File: src/rtl/sequencer_pkg.sv
// Shared types and constants for the sequence-memory arbiter: FSM states,
// default geometry, the out-of-range read word and the one-hot grant encoding.
package sequencer_pkg;

  typedef enum logic [2:0] {
    IDLE,
    WRITE,
    READ,
    RWAIT,
    RDONE
  } state_e;

  localparam int WORD_SIZE_DEF    = 2;
  localparam int ADDRESS_SIZE_DEF = 4;
  localparam int MEMORY_QTY_DEF   = 16;
  localparam logic [1:0] WORD_INIT_DEF = 2'b10;

  // Request/grant bit positions: bit 0 is the store (write), bit 1 the sequencer (read)
  localparam int REQ_W = 0;
  localparam int REQ_R = 1;
  localparam logic [1:0] GRANT_WRITE = 2'b01;
  localparam logic [1:0] GRANT_READ  = 2'b10;

endpackage

File: src/rtl/arb_rr2.sv
// Two-way grant between write (bit 0) and read (bit 1) requesters.
// Round-robin by default; WRITE_PRIORITY_EN makes the write win every contest.
module arb_rr2
  import sequencer_pkg::*;
(
  input  logic       clock,
  input  logic       reset,
  input  logic [1:0] req,
  input  logic       advance,
  output logic [1:0] grant
);

`ifdef WRITE_PRIORITY_EN
  logic unused_ok;
  assign unused_ok = clock ^ reset ^ advance;

  always_comb begin
    grant = '0;
    if (req[REQ_W])      grant = GRANT_WRITE;
    else if (req[REQ_R]) grant = GRANT_READ;
  end
`else
  // rr_last_q = 1 when the most recent grant went to the read
  logic rr_last_q, rr_last_d;

  always_comb begin
    grant = '0;
    if (req[REQ_W] && (!req[REQ_R] || rr_last_q)) grant = GRANT_WRITE;
    else if (req[REQ_R])                          grant = GRANT_READ;
  end

  always_comb begin
    rr_last_d = rr_last_q;
    if (advance && (grant != '0)) rr_last_d = (grant == GRANT_READ);
  end

  always_ff @(posedge clock or negedge reset) begin
    if (!reset) rr_last_q <= 1'b1;
    else        rr_last_q <= rr_last_d;
  end
`endif

endmodule

File: src/rtl/memory_arbiter.sv
// Shares one single-port sequence memory between the store (write) and the
// sequencer (read). Build with WRITE_PRIORITY_EN to give writes strict priority.
module memory_arbiter
  import sequencer_pkg::*;
#(
  parameter int                   WORD_SIZE    = WORD_SIZE_DEF,
  parameter int                   ADDRESS_SIZE = ADDRESS_SIZE_DEF,
  parameter int                   MEMORY_QTY   = MEMORY_QTY_DEF,
  parameter logic [WORD_SIZE-1:0] WORD_INIT    = WORD_INIT_DEF,
  parameter int                   READ_LATENCY = 1
) (
  input  logic                    clock,
  input  logic                    reset,
  input  logic                    w_req,
  input  logic [ADDRESS_SIZE-1:0] w_addr,
  input  logic [WORD_SIZE-1:0]    w_data,
  output logic                    w_ready,
  input  logic                    r_req,
  input  logic [ADDRESS_SIZE-1:0] r_addr,
  output logic                    r_ready,
  output logic [WORD_SIZE-1:0]    r_data,
  output logic                    m_en,
  output logic                    m_we,
  output logic [ADDRESS_SIZE-1:0] m_addr,
  output logic [WORD_SIZE-1:0]    m_wdata,
  input  logic [WORD_SIZE-1:0]    m_rdata,
  output logic                    busy
);

  localparam int CNT_W = 2;
  localparam logic [ADDRESS_SIZE:0] QTY = (ADDRESS_SIZE+1)'(MEMORY_QTY);

  state_e                  state_q, state_d;
  logic [CNT_W-1:0]        cnt_q, cnt_d;
  logic                    oor_q, oor_d;
  logic                    m_en_q, m_en_d, m_we_q, m_we_d;
  logic [ADDRESS_SIZE-1:0] m_addr_q, m_addr_d;
  logic [WORD_SIZE-1:0]    m_wdata_q, m_wdata_d;
  logic                    w_ready_q, w_ready_d, r_ready_q, r_ready_d;
  logic [WORD_SIZE-1:0]    r_data_q, r_data_d;
  logic                    busy_q, busy_d;

  logic [1:0] req, grant;
  logic       advance;
  logic       w_in_range, r_in_range;

  assign w_in_range = {1'b0, w_addr} < QTY;
  assign r_in_range = {1'b0, r_addr} < QTY;

  always_comb begin
    req        = '0;
    req[REQ_W] = w_req;
    req[REQ_R] = r_req;
  end

  arb_rr2 u_arb (
    .clock   (clock),
    .reset   (reset),
    .req     (req),
    .advance (advance),
    .grant   (grant)
  );

  // Every output is a flop loaded with the value it must show in the next state,
  // so addr/data are sampled once, at grant.
  always_comb begin
    state_d   = state_q;
    cnt_d     = cnt_q;
    oor_d     = oor_q;
    m_en_d    = 1'b0;
    m_we_d    = 1'b0;
    m_addr_d  = m_addr_q;
    m_wdata_d = m_wdata_q;
    w_ready_d = 1'b0;
    r_ready_d = 1'b0;
    r_data_d  = r_data_q;
    advance   = 1'b0;
    unique case (state_q)
      IDLE: begin
        advance = 1'b1;
        if (grant == GRANT_WRITE) begin
          state_d   = WRITE;
          m_en_d    = w_in_range;
          m_we_d    = 1'b1;
          m_addr_d  = w_addr;
          m_wdata_d = w_data;
          w_ready_d = 1'b1;
        end else if (grant == GRANT_READ) begin
          state_d  = READ;
          m_en_d   = r_in_range;
          m_addr_d = r_addr;
          oor_d    = !r_in_range;
        end
      end
      WRITE: state_d = IDLE;
      READ: begin
        state_d = RWAIT;
        cnt_d   = CNT_W'(READ_LATENCY - 1);
      end
      RWAIT: begin
        if (cnt_q == '0) begin
          state_d   = RDONE;
          r_ready_d = 1'b1;
          r_data_d  = oor_q ? WORD_INIT : m_rdata;
        end else begin
          cnt_d = cnt_q - 1'b1;
        end
      end
      RDONE:   state_d = IDLE;
      default: state_d = IDLE;
    endcase
    busy_d = (state_d != IDLE);
  end

  always_ff @(posedge clock or negedge reset) begin
    if (!reset) begin
      state_q   <= IDLE;
      cnt_q     <= '0;
      oor_q     <= 1'b0;
      m_en_q    <= 1'b0;
      m_we_q    <= 1'b0;
      m_addr_q  <= '0;
      m_wdata_q <= '0;
      w_ready_q <= 1'b0;
      r_ready_q <= 1'b0;
      r_data_q  <= '0;
      busy_q    <= 1'b0;
    end else begin
      state_q   <= state_d;
      cnt_q     <= cnt_d;
      oor_q     <= oor_d;
      m_en_q    <= m_en_d;
      m_we_q    <= m_we_d;
      m_addr_q  <= m_addr_d;
      m_wdata_q <= m_wdata_d;
      w_ready_q <= w_ready_d;
      r_ready_q <= r_ready_d;
      r_data_q  <= r_data_d;
      busy_q    <= busy_d;
    end
  end

  assign m_en    = m_en_q;
  assign m_we    = m_we_q;
  assign m_addr  = m_addr_q;
  assign m_wdata = m_wdata_q;
  assign w_ready = w_ready_q;
  assign r_ready = r_ready_q;
  assign r_data  = r_data_q;
  assign busy    = busy_q;

endmodule

File: config.mk
export PLATFORM = sky130hd
export DESIGN_NAME = memory_arbiter
export DESIGN_NICKNAME = d
export VERILOG_FILES = /design/src/rtl/sequencer_pkg.sv /design/src/rtl/arb_rr2.sv /design/src/rtl/memory_arbiter.sv
export SDC_FILE = /design/constraint.sdc
export NUM_CORES = 1
export LEC_CHECK = 0
export CORE_UTILIZATION = 38
export CTS_CLUSTER_DIAMETER = 50
export CTS_CLUSTER_SIZE = 40
export DETAILED_ROUTE_END_ITERATION = 10
export GPL_TIMING_DRIVEN = 0
export HOLD_SLACK_MARGIN = 0.05
export PLACE_DENSITY = 0.73
export SETUP_SLACK_MARGIN = 0.4
export SLEW_MARGIN = 5
export SYNTH_ARGS = -nofsm -noshare
export SYNTH_HDL_FRONTEND = slang
export SYNTH_SLANG_ARGS = --single-unit
File: constraint.sdc
create_clock -name clock -period 1.4 [get_ports clock]
set_input_delay 0.28 -clock clock [delete_from_list [all_inputs] [get_ports clock]]
set_output_delay 0.28 -clock clock [all_outputs]
set_load 0.01 [all_outputs]
---- After elaboration in Yosys (flattened, before gate mapping) ----
Cells that the tools add are included.
storage, ports and cells
  logic and storage cells ................. 48
  register bits ........................... 18
  output and inout port bits .............. 13
  input bits .............................. 16
cells by class
  eq/ne operators ......................... 5
  reductions and logical operators ........ 14
  $add $sub $neg .......................... 1
  mux-type cells .......................... 18
operators with widths
  operator                                              number
  two-way mux 3 bit                                     3
  one-hot mux 3 bit (3 select lines)                    1
  two-way mux 1 bit                                     8
  two-way mux 4 bit                                     2
  AND reduction 2 bit                                   4
  equality test 3 x 2 -> 1 bit (second input constant)  2
  two-way mux 2 bit                                     3
  nonzero test 2 bit                                    3
  one-hot mux 2 bit (2 select lines)                    1
  zero test 3 bit                                       1
  nonzero test 3 bit                                    1
  equality test 2 x 1 -> 1 bit (second input constant)  1
  equality test 2 bit (second input constant)           1
  logical AND 1 bit                                     2
  zero test 2 bit                                       1
  != test 2 bit (second input constant)                 1
  subtractor 2 x 1 -> 2 bit (second input constant)     1
  zero test 1 bit                                       1
  logical OR 1 bit                                      1

---- Depth between registers and ports, before layout ----
  depth in word-level cells ............... 9
  gate-level depth with buffers ........... 5
  depth with buffers taken out ............ 5

---- Modules after synthesis ----
Synthesis repeated with hierarchy kept, for this count alone.
second synthesis, totals
  cell total of the unflattened synthesis .. 73
  area total of the unflattened synthesis .. 823.3 µm²
by module, submodules not included
  module          area an instance (µm²)  cells each  instances  seq. area each (µm²)
  memory_arbiter  767.0                   67          1          425.4
  arb_rr2         56.3                    6           1          26.3

---- Worst setup path after synthesis ----
OpenSTA, ideal clock, no wires.
  path type ............................... reg2reg
  from .................................... reg state_q[2]
  to ...................................... reg m_wdata_q[0], in the netlist m_wdata[0]
  buffers on the path ..................... 0
  arrival ................................. 1160 ps
  stages on the path, launching flop included .. 4
  setup slack ............................. 115 ps
  setup time .............................. 125 ps
  cell sequence ........................... dfrtp_1 > nor3_4 > nand3b_4 > mux2_4
between the ends
  longest elaborated chain between the ends .. 2
ends and longest elaborated chain
  what                                  RTL line               text
  from (decl)                           memory_arbiter.sv:33   state_e state_q, state_d;
  from (signal assigned)                memory_arbiter.sv:129  state_q <= state_d;
  zero test 3 bit                       memory_arbiter.sv:78   unique case (state_q)
  AND reduction 2 bit (no source line)  -
  to (signal assigned)                  memory_arbiter.sv:135  m_wdata_q <= m_wdata_d;
  to (decl)                             memory_arbiter.sv:38   logic [WORD_SIZE-1:0] m_wdata_q, m_wdata_d;
No other way between the ends.
A chain may end at the register's enable or synchronous reset.

---- Worst setup path in the final report ----
Ends and elaborated chain as after synthesis.

==> results.txt <==
Share of layout cells above drive strength 1 - 61.6%
Estimated wirelength of the detail-placed design - 1080 um
Fmax - 759 MHz
Unrepaired setup endpoints after global routing - yes
Wirelength, routed - 2290 um
Dpl ws - -0.389 ns
Peak supply drop - 1470 uV
WP data arrival - 1.51 ns
Skew final - 0.0195 ns
CTS tree - built
Mean area per synthesized cell - 13.4 um2
Util after Layout - 72.6%
Post-DRT Antenna Nets - 0
Combinational power share - 57.9%
Layout area overhead - 81.0%
Final period util - 94.1%
Initial Utilization - 40.1%
Clock root buffer master - clkbuf_4
GRT overflow - 0
Unique cell type count in the Yosys netlist - 25
Total Routing Usage GR - 22.6%
Critical path class - reg -> reg
IO Count - 29
Post-Syn Instances - 58
Hold Path Class - in -> async
Pwr Total - 2940 uW
Sequential area share after synthesis - 58.0%
Total CTS buffers - 3
CP cell instances - nor3_4 > nand3b_4 > mux2_4
Initial antenna violation count - 0
Worst reg2reg path endpoint - m_wdata[0]
Cts hold-fix bufs - 0
Crit path time final - 1.32 ns
Leakage - 0.000653 uW
Hold slack - 0.159 ns
Largest stage delay on the critical path - 0.46 ns
CP Capture Type - register
Most common library cell in the layout ignoring fill and taps - buf_4
Worst setup SP type - register
N_diodes - 0
Die height - 47.3 um
Initial DRC count - 10
Die width - 47.3 um
Slack of the critical path - 0.0822 ns
1st-pass router iterations - 4
Core area - 0.00194 mm2
Max-slew violation count - 0
CP max FO - 5
Clock Sinks - 18
Sw power - 991 uW
Max-cap violations - 0
Final-layout fill cell count - 142
Via count of the first global-routing pass - 678
Nets - 130
Clk buf depth - 2
Slowest-stage cell, CP - dfrtp_2
Mapped Nets - 75
Switching Share - 33.8%
Gpl congestion - 0.725
Via density per instance - 4.93
Flop pwr share - 31.3%
Synth Register Bits - 18
Worst reg2reg path depth - 3
Pwr/cell area - 2080 mW/mm2
Rel. slew slack - 47.4%
Reg clk slew, reported paths - 0.11 ns
Remaining DRCs - 0
Routed via count - 685
Status - complete, no violations
Row count - 16
Int Power - 1940 uW
Clk pwr share - 10.8%
Total die area - 0.00223 mm2
Clock latency on the worst-skew pair - 0.30 ns
Setup TNS - 0 ns
R2r setup slk - 0.08 ns
Wire per inst - 16.4 um
Largest net degree at the start of global routing - 19
Tightest Pin Transition - 0.789 ns
Synth Cell Area - 778 um2
Final hold violation count - 0
Most frequent cells in the layout - buf_4, dfrtp_1, clkdlybuf4s50_1
H-tree depth - 1
I/O Buffers - 28
Endpoints failing setup - 0
First-pass GRT wire length - 3300 um
Reg-to-Reg Start - state_q[2]
Total number of yosys warnings - 0
Worst EP required - 1.60 ns
[power by group through the flow]
stage,clock (uW),combinational [uW],sequential [uW]
final,317,1700,919
after global routing,353,1810,942
after CTS,323,1470,904
after detailed placement,0,1020,915
after global placement,0,1010,901
after floorplan,0,481,970
[worst max-delay path by stage]
stage | slack (ns) | from | endpoint
CTS | 0.13 | state_q[2] | m_wdata[0]
global placement | -0.37 | r_req | m_wdata[0]
finish | 0.08 | state_q[2] | m_wdata[0]
global route | 0.03 | state_q[2] | m_wdata[1]
detailed placement | -0.39 | r_req | m_wdata[0]
floorplan | 0.11 | state_q[2] | m_wdata[0]
[stage by stage]
stage | area [um2] | std cells
after floorplan | 778 | 58
final | 1410 | 139
after global placement | 1090 | 113
after CTS | 1330 | 133
after global routing | 1410 | 139
after detailed placement | 1090 | 113
[per-layer routing]
layer | part of all wire [%] | vias to the layer above | track usage (%) | wire, um
li1 | - | 323 | - | -
met1 | 40 | 345 | 26.3 | 920
met4 | 0.18 | 0 | 2.86 | 4
met3 | 3.1 | 2 | 6.54 | 71
met2 | 56 | 15 | 41.9 | 1290
met5 | 0 | - | 0 | 0
[synthesized netlist by cell type (all sizes together)]
master | n | area [um2]
o21ba | 1 | 10.0
dfstp | 1 | 26.3
buf | 1 | 7.51
nand2 | 3 | 11.3
and3 | 2 | 17.5
nor2 | 3 | 11.3
a2bb2oi | 5 | 43.8
a21oi | 2 | 10.0
mux2 | 4 | 52.6
dfrtp | 17 | 425
a21bo | 1 | 10.0
nor3 | 1 | 16.3
o2bb2ai | 1 | 8.76
ha | 1 | 12.5
nand3b | 2 | 27.5
a31oi | 1 | 6.26
o32ai | 4 | 35.0
and2b | 1 | 8.76
o21bai | 1 | 7.51
nor2b | 2 | 15.0
inv | 4 | 15.0
[state kept, by name, indices dropped and copies added, names as in the netlist]
| name | count |
|---|---|
| busy | 1 |
| u_arb.rr_last_q | 1 |
| r_data | 2 |
| m_addr | 4 |
| r_ready | 1 |
| m_en | 1 |
| state_q | 3 |
| cnt_q | 2 |
| w_ready | 1 |
| m_wdata | 2 |
[repair_timing]
action | CTS | global route
resized for setup | 83 | 6
endpoints found under the setup margin | 36 | 29
pin swaps | 8 | 2
buffers inserted | 16 | 6
[cells by family after synthesis]
logic type      count (synthesis)  share of synthesized area [%]
mux                             4                           6.75
simple gates                   14                           13.8
buf+inv                         5                           2.89
compound gates                 16                           16.9
flops                          18                           58.0
fa+ha+maj                       1                           1.61
[area by class of cell]
class | count | area (um2) | share of cell area, %
Buffer | 1 | 11.3 | 0.799
Clock buffer | 4 | 36.3 | 2.58
Inverter | 4 | 15.0 | 1.07
Multi-Input combinational cell | 35 | 443 | 31.4
Sequential cell | 18 | 454 | 32.2
Tap cell | 27 | 33.8 | 2.40
Timing Repair Buffer | 50 | 415 | 29.5
[worst max-delay path, delay by kind of cell, from the launching register on]
family	cells	cell delay, ns
flip-flops	1	0.46
multiplexers	1	0.31
AND/OR/NAND/NOR	2	0.46
(Power assumes the default switching activity.)
